`config.mk`:
```
export PLATFORM = sky130hd
export DESIGN_NAME = result_drainer
export DESIGN_NICKNAME = d
export VERILOG_FILES = /design/src/rtl/result_drainer.sv
export SDC_FILE = /design/constraint.sdc
export NUM_CORES = 1
export LEC_CHECK = 0
export CORE_MARGIN = 3
export CORE_UTILIZATION = 55
export CTS_BUF_LIST = sky130_fd_sc_hd__clkbuf_16
export CTS_CLUSTER_DIAMETER = 150
export DETAILED_ROUTE_END_ITERATION = 7
export PLACE_DENSITY = 0.81
export REMOVE_ABC_BUFFERS = 1
export SLEW_MARGIN = 20
export SYNTH_ARGS = -nofsm -noshare
export SYNTH_HDL_FRONTEND = slang
export SYNTH_SLANG_ARGS = --single-unit
```
`constraint.sdc`:
```
create_clock -name clk -period 5.9 [get_ports clk]
set_input_delay 0.885 -clock clk [delete_from_list [all_inputs] [get_ports clk]]
set_output_delay 0.885 -clock clk [all_outputs]
set_load 0.05 [all_outputs]
```
`src/rtl/result_drainer.sv`:
```
// result_drainer: reads N words from bram1 (addresses 0..N-1) and streams them
// in address order on a valid/ready interface with full backpressure.
// A 2-entry FIFO absorbs the one-cycle BRAM read latency. A read is issued only
// when a slot is guaranteed free, so the FIFO cannot overflow.
// Optional feature: define RESULT_DRAIN_LAST_EN to add the o_last output.
module result_drainer #(
  parameter int CNT    = 31,
  parameter int DWIDTH = 32,
  parameter int AWIDTH = 12
) (
  input  logic              clk,
  input  logic              reset,
  input  logic              i_run,
  input  logic [CNT-1:0]    i_num_cnt,
  output logic              o_idle,
  output logic              o_busy,
  output logic              o_done,
  output logic [AWIDTH-1:0] addr_b1,
  output logic              ce_b1,
  output logic              we_b1,
  output logic [DWIDTH-1:0] d0_b1,
  input  logic [DWIDTH-1:0] q0_b1,
  output logic              o_valid,
  input  logic              i_ready,
  output logic [DWIDTH-1:0] o_data
`ifdef RESULT_DRAIN_LAST_EN
  ,
  output logic              o_last
`endif
);

  typedef enum logic [1:0] {
    S_IDLE,
    S_RUN,
    S_DONE
  } state_t;

  state_t            state;
  state_t            state_nx;

  logic [CNT-1:0]    num;
  logic [CNT-1:0]    rd_addr;
  logic [CNT-1:0]    beat_cnt;

  logic              pend;
  logic [1:0]        occ;
  logic [DWIDTH-1:0] fifo [2];
  logic              wr_ptr;
  logic              rd_ptr;

  logic              pop;
  logic              push;
  logic              issue;
  logic              last_word;
  logic              last_beat;
  logic [2:0]        credit;

  // Handshake, credit and read-issue decisions
  always_comb begin
    pop       = (occ != 2'd0) && i_ready;
    push      = pend;
    // Entries that will be occupied next cycle if no new read is issued now.
    credit    = {1'b0, occ} + {2'b00, pend} - {2'b00, pop};
    issue     = (state == S_RUN) && (rd_addr < num) && (credit < 3'd2);
    last_word = (beat_cnt == num - 1'b1);
    last_beat = (state == S_RUN) && pop && last_word;
  end

  // Next-state logic
  always_comb begin
    state_nx = state;
    case (state)
      S_IDLE: begin
        if (i_run) begin
          if (i_num_cnt != '0) state_nx = S_RUN;
          else                 state_nx = S_DONE;
        end
      end
      S_RUN: begin
        if (last_beat) state_nx = S_DONE;
      end
      S_DONE:  state_nx = S_IDLE;
      default: state_nx = S_IDLE;
    endcase
  end

  // State register
  always_ff @(posedge clk) begin
    if (reset) state <= S_IDLE;
    else       state <= state_nx;
  end

  // Word count latch, read address and beat counters
  always_ff @(posedge clk) begin
    if (reset) begin
      num      <= '0;
      rd_addr  <= '0;
      beat_cnt <= '0;
    end else if (state == S_IDLE) begin
      if (i_run) begin
        num      <= i_num_cnt;
        rd_addr  <= '0;
        beat_cnt <= '0;
      end
    end else begin
      if (issue) rd_addr  <= rd_addr + 1'b1;
      if (pop)   beat_cnt <= beat_cnt + 1'b1;
    end
  end

  // Read-pending flag and 2-entry FIFO; reset drops any in-flight read data
  always_ff @(posedge clk) begin
    if (reset) begin
      pend   <= 1'b0;
      occ    <= 2'd0;
      wr_ptr <= 1'b0;
      rd_ptr <= 1'b0;
      for (int unsigned i = 0; i < 2; i++) fifo[i] <= '0;
    end else begin
      pend <= issue;
      if (push) begin
        fifo[wr_ptr] <= q0_b1;
        wr_ptr       <= ~wr_ptr;
      end
      if (pop) rd_ptr <= ~rd_ptr;
      case ({push, pop})
        2'b10:   occ <= occ + 2'd1;
        2'b01:   occ <= occ - 2'd1;
        default: occ <= occ;
      endcase
    end
  end

  // Output drive
  always_comb begin
    o_idle  = (state == S_IDLE);
    o_busy  = (state == S_RUN);
    o_done  = (state == S_DONE);
    addr_b1 = rd_addr[AWIDTH-1:0];
    ce_b1   = issue;
    we_b1   = 1'b0;
    d0_b1   = '0;
    o_valid = (occ != 2'd0);
    o_data  = fifo[rd_ptr];
`ifdef RESULT_DRAIN_LAST_EN
    o_last  = o_valid && (state == S_RUN) && last_word;
`endif
  end

endmodule
```
==> results of run 1 <==
## final timing paths
path | end | depth (start not counted) | from
min reg2reg | num[29] | 2 | num[29]
min | num[29] | 2 | num[29]
max | ce_b1 | 11 | i_ready
max reg2reg | rd_addr[16] | 14 | occ[1]
## stage by stage
step | cell area (µm²) | cells | util, %
3_5_place_dp | 10600 | 1335 | 63.2
3_3_place_gp | 10600 | 1335 | 63.2
4_1_cts | 11100 | 1367 | 66.5
2_1_floorplan | 9020 | 987 | -
5_1_grt | 11100 | 1367 | 66.5
6_report | 11100 | 1367 | 66.5
## cell usage after synthesis (3+ instances only)
cell type / instances
sky130_fd_sc_hd__ha_1: 35
sky130_fd_sc_hd__and3_1: 13
sky130_fd_sc_hd__nor3_1: 13
sky130_fd_sc_hd__nand4b_1: 3
sky130_fd_sc_hd__nor3_2: 3
sky130_fd_sc_hd__a21o_1: 8
sky130_fd_sc_hd__xnor2_1: 31
sky130_fd_sc_hd__or3_1: 34
sky130_fd_sc_hd__nand3_1: 31
sky130_fd_sc_hd__dfxtp_1: 101
sky130_fd_sc_hd__o2111ai_1: 4
sky130_fd_sc_hd__clkbuf_1: 38
sky130_fd_sc_hd__o211ai_1: 12
sky130_fd_sc_hd__o21ai_0: 42
sky130_fd_sc_hd__a21oi_1: 91
sky130_fd_sc_hd__nor4_1: 16
sky130_fd_sc_hd__inv_1: 47
sky130_fd_sc_hd__and2_1: 70
sky130_fd_sc_hd__buf_2: 3
sky130_fd_sc_hd__nor4_2: 4
sky130_fd_sc_hd__and4_1: 3
sky130_fd_sc_hd__nand2b_1: 7
sky130_fd_sc_hd__a211oi_1: 5
sky130_fd_sc_hd__o22ai_1: 3
sky130_fd_sc_hd__or2_2: 9
sky130_fd_sc_hd__xor2_1: 16
sky130_fd_sc_hd__nand4_1: 23
sky130_fd_sc_hd__edfxtp_1: 64
sky130_fd_sc_hd__or4_1: 13
sky130_fd_sc_hd__nand2_1: 107
sky130_fd_sc_hd__nor2_1: 60
sky130_fd_sc_hd__buf_4: 46
sky130_fd_sc_hd__a311oi_1: 3
sky130_fd_sc_hd__nor2b_1: 4
sky130_fd_sc_hd__mux2i_1: 3
sky130_fd_sc_hd__buf_1: 4
sky130_fd_sc_hd__a31oi_1: 4
sky130_fd_sc_hd__o31ai_1: 7
sky130_fd_sc_hd__mux2_2: 36
## where the power goes
group | total [mW] | switching [mW] | internal [mW]
sequential | 1.30 | 0.0488 | 1.25
clock | 1.03 | 0.484 | 0.549
combinational | 0.870 | 0.547 | 0.323
## sequential cells by signal, indices dropped and copies added, names as in the netlist, named ones only
| signal | count |
|---|---|
| num | 31 |
| beat_cnt | 31 |
| pend | 1 |
| wr_ptr | 1 |
| rd_ptr | 1 |
| fifo | 64 |
| rd_addr | 31 |
| occ | 2 |
| state | 2 |
## worst max-delay path: cells and delay by family
kind                       cells  cell delay (ns)
buffers and inverters          2             1.32
AOI/OAI and AO/OA              4             0.86
adders and majority gates      2             0.65
and+or+nand+nor                2             0.27
xor gates and xnor gates       1             0.15
## layer usage
metal / wire length, µm / up-vias / share of wire [%] / track usage, %
met2: 11000 / 289 / 48 / 40.1
li1: - / 3838 / - / -
met3: 1880 / 45 / 8.3 / 5.40
met5: 0 / - / 0 / 0
met4: 620 / 0 / 2.7 / 8.76
met1: 9270 / 3727 / 41 / 29.7
## layout make-up
cell class	instances	area share, %
inverters	47	1.59
multi-input cells	775	44.3
clock inverters	15	1.06
flip-flops and latches	165	35.5
well taps	220	2.48
repair buffers	128	11.2
clock buffers	17	3.83
## cell families after synthesis
group | Yosys count | synth area share (%)
other | 1 | 0.0397
flip-flops | 165 | 41.8
adder cells (fa/ha/maj) | 36 | 4.85
buffers and inverters | 140 | 7.59
AND/OR/NAND/NOR | 422 | 24.3
AO/OA/AOI/OAI | 197 | 12.4
multiplexers | 40 | 4.73
XOR/XNOR | 47 | 4.36
==> out/qor.txt, run 1 <==
run status - completed
setup repair after global routing missed its margin - no
FFs w/ async S/R, synth - 0%
share of final-layout standard cells stronger than drive strength 1 - 9.42%
top achievable clock speed - 199 MHz
number of hold buffers added after cts - 0
Critical Path, Cell by Cell - clkdlybuf4s50_1, o21a_1, ha_1, nand2b_1, fa_1, xnor2_1, nand4b_1, a21oi_1, o211ai_1, a211oi_2, clkdlybuf4s50_1
primary flip-flop cell chosen by synthesis mapping - sky130_fd_sc_hd__dfxtp_1
critical path class - input port to output pin
post-detailed-placement half-perimeter wirelength - 16400 µm
element type at the critical path start - input port
total CTS buffers - 17
pin count of the biggest net entering global routing - 41
via count of the first global-routing pass - 7316
Gates resized, CTS repair - 0
maximum buffer depth of the clock tree - 2
power per cell area - 289 mW/mm²
Core Footprint - 0.0167 mm²
Tcrit/Tclk final - 85.3%
antenna violations before repair - 0
TritonRoute pass-1 iters - 5
growth of design area from synthesis to finish - 17.5%
cell count after synthesis - 1048
count of standard-cell rows - 47
wire length of the first global-routing pass - 35500 µm
Worst-Skew Late Latency - 0.43 ns
aggregate negative setup slack - 0 ns
vias per std cell - 5.78
largest cells by area after synthesis - sky130_fd_sc_hd__dfxtp_1 (21%), sky130_fd_sc_hd__edfxtp_1 (20%), sky130_fd_sc_hd__a21oi_1 (4.8%), sky130_fd_sc_hd__and2_1 (4.6%), sky130_fd_sc_hd__ha_1 (4.6%)
register-to-register setup slack - 2.18 ns
Routed wire per std cell - 16.6 µm
relative max-transition margin - 31.5%
most frequent cells in the layout - sky130_fd_sc_hd__clkdlybuf4s50_1 (114), sky130_fd_sc_hd__nand2_1 (107), sky130_fd_sc_hd__dfxtp_1 (101), sky130_fd_sc_hd__a21oi_1 (91), sky130_fd_sc_hd__and2_1 (70)
Overflow after GRT - 0
fin. max-slew vios - 0
library cells used by synthesis - 65
multi-input combinational cell area - 0.00492 mm²
slew at the pin with the worst max-slew slack - 1.03 ns
post-detailed-routing wire length - 22700 µm
number of synthesized flops with an enable pin - 64
H-tree lvl count - 4
Total Routing Usage GR - 23.7%
cell occurring most often along the worst timing path - sky130_fd_sc_hd__clkdlybuf4s50_1
buffer type at the clock tree root - sky130_fd_sc_hd__clkbuf_16
Chip Width - 137 µm
leakage power total - 4.01 nW
minimum setup slack after placement - 0.896 ns
total die area - 0.0188 mm²
Final nets - 1237
Final Hold Vio Count - 0
register area share after synthesis - 41.8%
Initial Util - 56.6%
via count - 7899
data required time at the worst endpoint - 5.02 ns
Chip Height - 137 µm
most frequent standard cell in the layout excluding fill and tap cells - sky130_fd_sc_hd__clkdlybuf4s50_1
number of buffers inserted by post-CTS setup repair - 0
CTS sink cnt - 165
clock transition at the registers of the reported paths - 0.06 ns
CP max-delay cell - sky130_fd_sc_hd__clkdlybuf4s50_1
largest clock skew in the final design - 0.00796 ns
register area - 0.00394 mm²
first-iteration detailed-routing DRC count - 483
largest area contributor in the netlist - sky130_fd_sc_hd__dfxtp_1
share of Yosys cell area claimed by the top area cell type - 21.4%
shortest period the worst path allows - 5.03 ns
TritonCTS clock tree - done
worst min path class - register to register
Port Buf Inserts - 115
largest driver fanout on the critical path - 6
netlist area before placement - 0.00945 mm²
number of fillers in the final layout - 1386
last weighted congestion value of the routability-driven placer - 0.910
post-detailed-route count of antenna-violating nets - 0
overall power of the completed layout - 3.20 mW
Diodes inserted - 0
Critical Path End Type - output pin
worst hold slack across all endpoints - 0.500 ns
worst IR drop on VDD - 212 µV
DRC errors left - 0
worst endpoint data arrival time - 4.15 ns
number of synthesis warnings - 0
average size of a mapped cell - 9.01 µm²
final critical-path setup slack - 0.869 ns
Maximum Capacitance Violations - 0
synthesized flop and latch total - 165
delay of the slowest cell on the worst path - 0.86 ns
IO Count - 149
Setup Viol. Count Final - 0
Power figures use the tool's default switching activity.
==> inputs of run 2 (changes only) <==
Settings changed: CORE_ASPECT_RATIO from default to 1.1.
==> run 2 against run 1 <==
  * Final cell count rose by 0.51%
  * First-iteration DRC count grew 22%
  * Core utilization increased by 0.42 points
  * Worst setup slack got worse by 0.0053 ns
  * Critical path depth increased by 1
==> out/qor.txt, run 2 (same netlist as run 1, synthesis figures left out) <==
run status - completed
wire length of the first global-routing pass - 36100 µm (+1.8%)
cell occurring most often along the worst timing path - sky130_fd_sc_hd__clkdlybuf4s50_1
worst-case hold path end point - num[29]
Routed wire per std cell - 16.4 µm (-1.1%)
worst min path class - register to register
Buffers & Inverters on Critical Path - 3 (+1)
CTS sink cnt - 165 (unchanged)
Overflow after GRT - 0 (unchanged)
fin. max-slew vios - 0 (unchanged)
Initial Util - 56.8% (+0.29 points)
post-detailed-placement half-perimeter wirelength - 16200 µm (-1.4%)
pin count of the biggest net entering global routing - 51 (+24%)
via count - 7924 (+0.32%)
Total Routing Usage GR - 24.2% (+0.44 points)
largest driver fanout on the critical path - 9 (+3)
DRC errors left - 0 (unchanged)
leakage power total - 4.00 nW (-0.28%)
Tcrit/Tclk final - 85.4% (+0.090 points)
worst hold slack across all endpoints - 0.497 ns (-0.00357 ns)
element type at the critical path start - input port
Setup Viol. Count Final - 0 (unchanged)
Final nets - 1235 (-0.16%)
Core Footprint - 0.0166 mm² (-0.52%)
FF-to-FF Start - occ[1]
worst IR drop on VDD - 192 µV (-9.7%)
top achievable clock speed - 199 MHz (-0.11%)
TritonCTS clock tree - done
Util after Layout - 66.9% (+0.42 points)
most frequent cells in the layout - sky130_fd_sc_hd__clkdlybuf4s50_1 (114), sky130_fd_sc_hd__nand2_1 (107), sky130_fd_sc_hd__dfxtp_1 (101), sky130_fd_sc_hd__a21oi_1 (91), sky130_fd_sc_hd__and2_1 (70)
share of final-layout standard cells stronger than drive strength 1 - 9.17% (-0.25 points)
buffer type at the clock tree root - sky130_fd_sc_hd__clkbuf_16
antenna violations before repair - 0 (unchanged)
vias per std cell - 5.77 (-0.19%)
setup repair after global routing missed its margin - no
Chip Height - 143 µm (+4.7%)
data required time at the worst endpoint - 5.02 ns (about the same)
first-iteration detailed-routing DRC count - 590 (+22%)
last weighted congestion value of the routability-driven placer - 0.930 (+2.2%)
post-detailed-route count of antenna-violating nets - 0 (unchanged)
Placed Cells - 1342 (+0.52%)
slew at the pin with the worst max-slew slack - 0.992 ns (-0.0328 ns)
most frequent standard cell in the layout excluding fill and tap cells - sky130_fd_sc_hd__clkdlybuf4s50_1
TritonRoute pass-1 iters - 5 (unchanged)
number of hold buffers added after cts - 0 (unchanged)
shortest period the worst path allows - 5.04 ns (+0.00531 ns)
growth of design area from synthesis to finish - 17.7%
total CTS buffers - 17 (unchanged)
critical path depth - 12 (+1)
total die area - 0.0188 mm² (about the same)
Worst-Skew Late Latency - 0.43 ns (about the same)
maximum buffer depth of the clock tree - 2 (unchanged)
CP max-delay cell - sky130_fd_sc_hd__clkdlybuf4s50_1
number of non-filler instances in the completed layout - 1374 (+0.51%)
Worst R2R End - rd_addr[16]
aggregate negative setup slack - 0 ns (unchanged)
Diodes inserted - 0 (unchanged)
register ranked first by flip-flop count - fifo
critical path class - input port to output pin
largest clock skew in the final design - 0.00747 ns (-0.000493 ns)
Critical Path, Cell by Cell - clkdlybuf4s50_1, o21a_1, ha_1, nand2b_1, fa_1, xnor2_1, nand4b_1, a21oi_1, o211ai_1, a211oi_2, buf_4, clkdlybuf4s50_1
family of cells with the greatest summed delay on the critical path - buffers and inverters
H-tree lvl count - 4 (unchanged)
count of standard-cell rows - 49 (+4.3%)
clock transition at the registers of the reported paths - 0.06 ns (about the same)
Critical Path End Type - output pin
Gates resized, CTS repair - 0 (unchanged)
Final Hold Vio Count - 0 (unchanged)
Port Buf Inserts - 115 (unchanged)
delay of the slowest cell on the worst path - 0.83 ns (-0.03 ns)
register-to-register setup slack - 1.96 ns (-0.22 ns)
IO Count - 149 (unchanged)
number of stages on the worst hold path - 2 (unchanged)
post-detailed-routing wire length - 22600 µm (-0.62%)
power per cell area - 290 mW/mm² (+0.49%)
Chip Width - 131 µm (-4.4%)
length in cells of the worst reg-to-reg path - 14 (unchanged)
startpoint of the tightest hold check path - num[29]
number of buffers inserted by post-CTS setup repair - 0 (unchanged)
Maximum Capacitance Violations - 0 (unchanged)
worst endpoint data arrival time - 4.15 ns (about the same)
via count of the first global-routing pass - 7502 (+2.5%)
flip-flop count of the largest register, all copies and words added - 64 (unchanged)
relative max-transition margin - 33.7% (+2.2 points)
-- run 2: metrics by stage --
step	area, µm²	setup slack [ns]	total power [mW]
floorplan	9020	1.21	1.91
global placement	10600	0.953	2.17
detailed placement	10600	0.897	2.19
CTS	11100	0.872	3.24
global route	11100	0.711	3.35
finish	11100	0.863	3.22
-- run 2: layer usage --
| metal | routed length (µm) | track usage (%) | part of all wire, % |
|---|---|---|---|
| met3 | 1560 | 5.09 | 6.9 |
| met2 | 11100 | 42.0 | 49 |
| met4 | 554 | 8.66 | 2.5 |
| met5 | 0 | 0 | 0 |
| met1 | 9390 | 29.4 | 42 |
-- run 2: cell type report --
type,count,area (µm²)
Fill cell,1344,5500
Multi-Input combinational cell,775,4920
Sequential cell,165,3940
Timing Repair Buffer,126,1230
Clock buffer,17,425
Tap cell,229,287
Inverter,47,176
Clock inverter,15,131
-- run 2: worst max-delay path by stage --
stage | start | end | slack (ns)
6_report | i_ready | ce_b1 | 0.86
2_1_floorplan | i_ready | rd_addr[16] | 1.21
5_1_grt | i_ready | ce_b1 | 0.71
4_1_cts | i_ready | ce_b1 | 0.87
3_5_place_dp | i_ready | ce_b1 | 0.90
3_3_place_gp | i_ready | ce_b1 | 0.95
-- run 2: power by group --
part	internal (mW)	switching, mW
Sequential	1.25	0.0493
Clock	0.583	0.470
Combinational	0.322	0.546
-- run 2: worst reg2reg max path: cells and delay by family (launching register included) --
kind / cells / cell delay (ns)
buf+inv: 2 / 0.54
fa+ha+maj: 2 / 0.65
compound gates: 6 / 1.32
xor+xnor: 1 / 0.14
flops: 1 / 0.46
simple gates: 3 / 0.76
